File: config.mk
export PLATFORM = sky130hd
export DESIGN_NAME = memory_responder
export DESIGN_NICKNAME = d
export VERILOG_FILES = /design/src/rtl/memory_responder.sv
export SDC_FILE = /design/constraint.sdc
export NUM_CORES = 1
export LEC_CHECK = 0
export CORE_MARGIN = 2
export CORE_UTILIZATION = 38
export CTS_CLUSTER_SIZE = 25
export DETAILED_ROUTE_END_ITERATION = 8
export PLACE_DENSITY = 0.75
export SLEW_MARGIN = 20
export SYNTH_ARGS = -nofsm -noshare
export SYNTH_HDL_FRONTEND = slang
export SYNTH_SLANG_ARGS = --single-unit
File: constraint.sdc
create_clock -name clk -period 1.4 [get_ports clk]
set_input_delay 0.14 -clock clk [delete_from_list [all_inputs] [get_ports clk]]
set_output_delay 0.14 -clock clk [all_outputs]
set_load 0.01 [all_outputs]
File: src/rtl/memory_responder.sv
// memory_responder: single-outstanding load/store back end with a bus FSM, writeback completion and a load watchdog.
module memory_responder #(
    parameter int unsigned TIMEOUT_CYCLES = 255
) (
    input  logic        clk,
    input  logic        rst_n,
    input  logic [15:0] req_addr,
    input  logic [4:0]  req_dest_reg,
    input  logic [7:0]  req_data,
    input  logic [7:0]  req_dest_arch_regs,
    input  logic        req_store,
    input  logic        req_valid,
    output logic        req_ready,
    output logic [15:0] mem_addr,
    output logic [7:0]  mem_wdata,
    output logic        mem_we,
    output logic        mem_valid,
    input  logic        mem_ready,
    input  logic [7:0]  mem_rdata,
    input  logic        mem_rvalid,
    output logic [4:0]  wb_dest_reg,
    output logic [7:0]  wb_data,
    output logic [7:0]  wb_dest_arch_regs,
    output logic        wb_store,
    output logic        wb_valid,
    input  logic        wb_ready,
    output logic        timeout_err
);
    typedef enum logic [1:0] {IDLE, ISSUE, WAIT, DONE} state_t;

    localparam logic [7:0] LIMIT = 8'(TIMEOUT_CYCLES);

    state_t      state_q, state_d;
    logic [15:0] addr_q, addr_d;
    logic [4:0]  dest_q, dest_d;
    logic [7:0]  data_q, data_d;
    logic [7:0]  arch_q, arch_d;
    logic        store_q, store_d;
    logic [7:0]  wb_data_q, wb_data_d;
    logic [7:0]  cnt_q, cnt_d;
    logic        terr_q, terr_d;
    logic        accept;

    // rst_n gates ready so nothing looks acceptable while the block is held in reset
    assign req_ready = rst_n & ((state_q == IDLE) | ((state_q == DONE) & wb_ready));
    assign accept    = req_valid & req_ready;

    always_comb begin
        state_d   = state_q;
        addr_d    = accept ? req_addr           : addr_q;
        dest_d    = accept ? req_dest_reg       : dest_q;
        data_d    = accept ? req_data           : data_q;
        arch_d    = accept ? req_dest_arch_regs : arch_q;
        store_d   = accept ? req_store          : store_q;
        wb_data_d = wb_data_q;
        cnt_d     = cnt_q;
        terr_d    = terr_q;
        case (state_q)
            IDLE: state_d = accept ? ISSUE : IDLE;
            ISSUE: begin
                if (mem_ready) begin
                    state_d   = store_q ? DONE : WAIT;
                    wb_data_d = store_q ? data_q : wb_data_q;
                    cnt_d     = 8'd0;
                end
            end
            WAIT: begin
                if (mem_rvalid) begin
                    state_d   = DONE;
                    wb_data_d = mem_rdata;
                end else if (cnt_q == LIMIT) begin
                    state_d   = DONE;
                    wb_data_d = 8'hFF;
                    terr_d    = 1'b1;
                end else begin
                    cnt_d = cnt_q + 8'd1;
                end
            end
            DONE: state_d = wb_ready ? (accept ? ISSUE : IDLE) : DONE;
            default: state_d = IDLE;
        endcase
    end

    always_ff @(posedge clk or negedge rst_n) begin
        if (!rst_n) begin
            state_q   <= IDLE;
            addr_q    <= '0;
            dest_q    <= '0;
            data_q    <= '0;
            arch_q    <= '0;
            store_q   <= 1'b0;
            wb_data_q <= '0;
            cnt_q     <= '0;
            terr_q    <= 1'b0;
        end else begin
            state_q   <= state_d;
            addr_q    <= addr_d;
            dest_q    <= dest_d;
            data_q    <= data_d;
            arch_q    <= arch_d;
            store_q   <= store_d;
            wb_data_q <= wb_data_d;
            cnt_q     <= cnt_d;
            terr_q    <= terr_d;
        end
    end

    assign mem_valid         = (state_q == ISSUE);
    assign mem_we            = (state_q == ISSUE) & store_q;
    assign mem_addr          = addr_q;
    assign mem_wdata         = data_q;
    assign wb_valid          = (state_q == DONE);
    assign wb_data           = wb_data_q;
    assign wb_dest_reg       = dest_q;
    assign wb_dest_arch_regs = arch_q;
    assign wb_store          = store_q;
    assign timeout_err       = terr_q;
endmodule

==> results.md <==
- CTS Hold Bufs: 0
- Grt total ovfl: 0
- Pwr/cell area: 2000 nW/um^2
- Setup CP Type: reg -> reg
- Sequential cell area: 1430 um^2
- Clock slew at reported path FFs: 0.06 ns
- Share of post-route cells with drive strength above 1: 0.335
- Pre-antenna DRT Iters: 4
- Critical path peak fanout: 6
- RD Place Congestion: 0.840
- Critical R2R Launch: state_q[0]
- Largest family of logic cells by synthesized area: multiplexers
- First-pass GRT wire length: 10000 um
- Area contributors post-synth: dfrtp_1 (59%), mux2_2 (18%), o22a_1 (2.9%), o21a_1 (2.5%), nand2_1 (1.6%)
- Worst endpoint required time: 1.61 ns
- Site Rows: 28
- Fin util: 0.685
- Area of the multi-input gates: 1080 um^2
- Xor/xnor share of the synthesized area: 0.00730
- Worst path cell trace: or3b_4 -> o41ai_1 -> a21oi_2
- Post-route antenna net violation count: 0
- Most common cell after layout, fill and taps aside: clkdlybuf4s50_1
- Reg2reg setup slack: -0.21 ns
- Initial drt markers: 71
- Pre-CTS setup slack: -0.343 ns
- Post-Synth Adder-Cell Area: 0.00521
- Failing checks: setup timing
- Clock buffer depth: 2
- CP Capture Type: flip-flop
- Vias after detailed routing: 1987
- DP Cell Count: 371
- Hold Vio Cnt, Final: 0
- Slew Viols, Final: 0
- Slew margin rel.: 0.521
- Layout area overhead: 71.9%
- Final nets: 368
- H-tree levels: 3
- I/O pins: 103
- Avg Cell Area, Syn: 13.3 um^2
- Die Y-Extent: 83.5 um
- Critical path data arrival time: 1.82 ns
- Ant diodes: 0
- Drt wl/cell: 16.0 um
- CP startpoint kind: flip-flop
- Synth Net Count: 233
- CTS Root Cell: clkbuf_8
- Initial cell density of the core: 0.398
- Largest net degree at the start of global routing: 58
- Fillers: 458
- R2R cell count: 3
- Worst Setup Slack, final: -0.214 ns
- Setup TNS: -7.03 ns
- Hold slack: 0.00783 ns
- CTS tree: yes
- Die Span X: 83.5 um
- Cells after Synth: 180
- Clk Latency, worst-skew pair: 0.34 ns
- Synth Area in Compound Gates: 0.108
- Fin crit share: 1.15
- Simple-gate portion of the synthesized area: 0.0834
- Least-Margin Pin Slew: 0.719 ns
- # DRC: 0
- Post-synthesis async set-or-reset flop share: 1.00
- Most frequent cells in the layout: clkdlybuf4s50_1 (60), dfrtp_1 (54), mux2_2 (25)
- Die ar.: 6970 um^2
- Yosys top cell area share: 0.594
- DR vias/cell: 5.04
- CP max stage delay: 0.47 ns
- Final Non-Filler Cells: 394
- Fin crit period: 1.61 ns
- Slowest cell on crit path: o41ai_1
- Netlist cell types: 37
- EDFF count, synth: 0
- Max FFs per register: 16
- CTS Buf Count: 9
- Flops & latches, synth: 57
- Core area: 6030 um^2
- Status: finished, violations left
- Synth warn: 0
- # setup viols final: 54
- Dpl cell area: 3670 um^2
- Register area share after synthesis: 0.594
- Num Clock Sinks: 57
- Leakage: 1.96 nW
- Post-route cell area: 4130 um^2
- Drt total wl: 6320 um
- Dpl hpwl: 4120 um
- Highest Clock Rate: 0.619 GHz
- Clk_skew: 0.00929 ns
- Hold WC Path Type: in -> async
- Total GRT Usage: 0.184
- Max VDD drop: 1.12 mV
- Main synth FF type: dfrtp_1
- Initial antenna violation count: 0
- Netlist Area Pre-Place: 2400 um^2
- Final Total Pwr: 8.25 mW
- FF-to-FF End: cnt_q[6]
- Max-Cap Viols: 0
- Mux cell area share after synthesis: 0.182
- Number of port buffers: 102
- Cell taking the most area after synthesis: dfrtp_1
- RSZ-0062 raised after global routing: yes
- Vias in the first global route: 2029
## area by class of cell
type,count,share of cell area
Clock buffer,12,0.0352
Tap cell,75,0.0227
Clock inverter,3,0.0158
Sequential cell,57,0.347
Multi-Input combinational cell,115,0.262
Timing Repair Buffer,131,0.317
Inverter,1,0.000910
## layer usage
layer / track usage / share of wire
met1: 0.215 / 0.39
met5: 0 / 0
met2: 0.298 / 0.51
met4: 0.0572 / 0.013
met3: 0.0910 / 0.080
## where the power goes
group | switching (mW) | internal [mW] | total, mW
clock network | 0.618 | 1.04 | 1.66
logic | 1.40 | 2.31 | 3.71
registers | 0.481 | 2.40 | 2.88
total | 2.50 | 5.75 | 8.25
## worst max-delay path: cells and delay by family (launching register included)
family / cells / cell delay (ns)
flops: 1 / 0.46
compound gates: 2 / 0.60
simple gates: 1 / 0.43
## worst max path at each step
stage / to / slack, ns / cells past startpoint / start
floorplan: cnt_q[6] / -0.10 / 4 / state_q[1]
global placement: wb_dest_arch_regs[2] / -0.31 / 6 / wb_ready
detailed placement: wb_dest_arch_regs[3] / -0.34 / 6 / wb_ready
CTS: cnt_q[6] / -0.19 / 4 / state_q[1]
global route: cnt_q[6] / -0.26 / 4 / state_q[1]
finish: cnt_q[6] / -0.21 / 3 / state_q[0]
## cell usage after synthesis, types with 3 or more instances
cell and instances:
a21oi_1 6, and2_1 3, buf_2 4, dfrtp_1 57, mux2_2 38, nand2_1 10
nand3_1 4, nor2_1 3, o21a_1 8, o21ai_0 7, o22a_1 8
## cells by family after synthesis
family                   count (synthesis)
buffers and inverters                    9
AO/OA/AOI/OAI                           37
multiplexers                            39
XOR/XNOR                                 2
adder cells (fa/ha/maj)                  1
AND/OR/NAND/NOR                         35
flip-flops                              57
## what timing repair did
| action | 4_1_cts | 5_1_grt |
|---|---|---|
| gates cloned | 1 | 0 |
| pin swaps | 7 | 3 |
| buffers inserted | 3 | 5 |
| setup endpoints to repair | 72 | 79 |
| resized for setup | 55 | 43 |
Note: power is estimated with default switching activity, not from simulation.
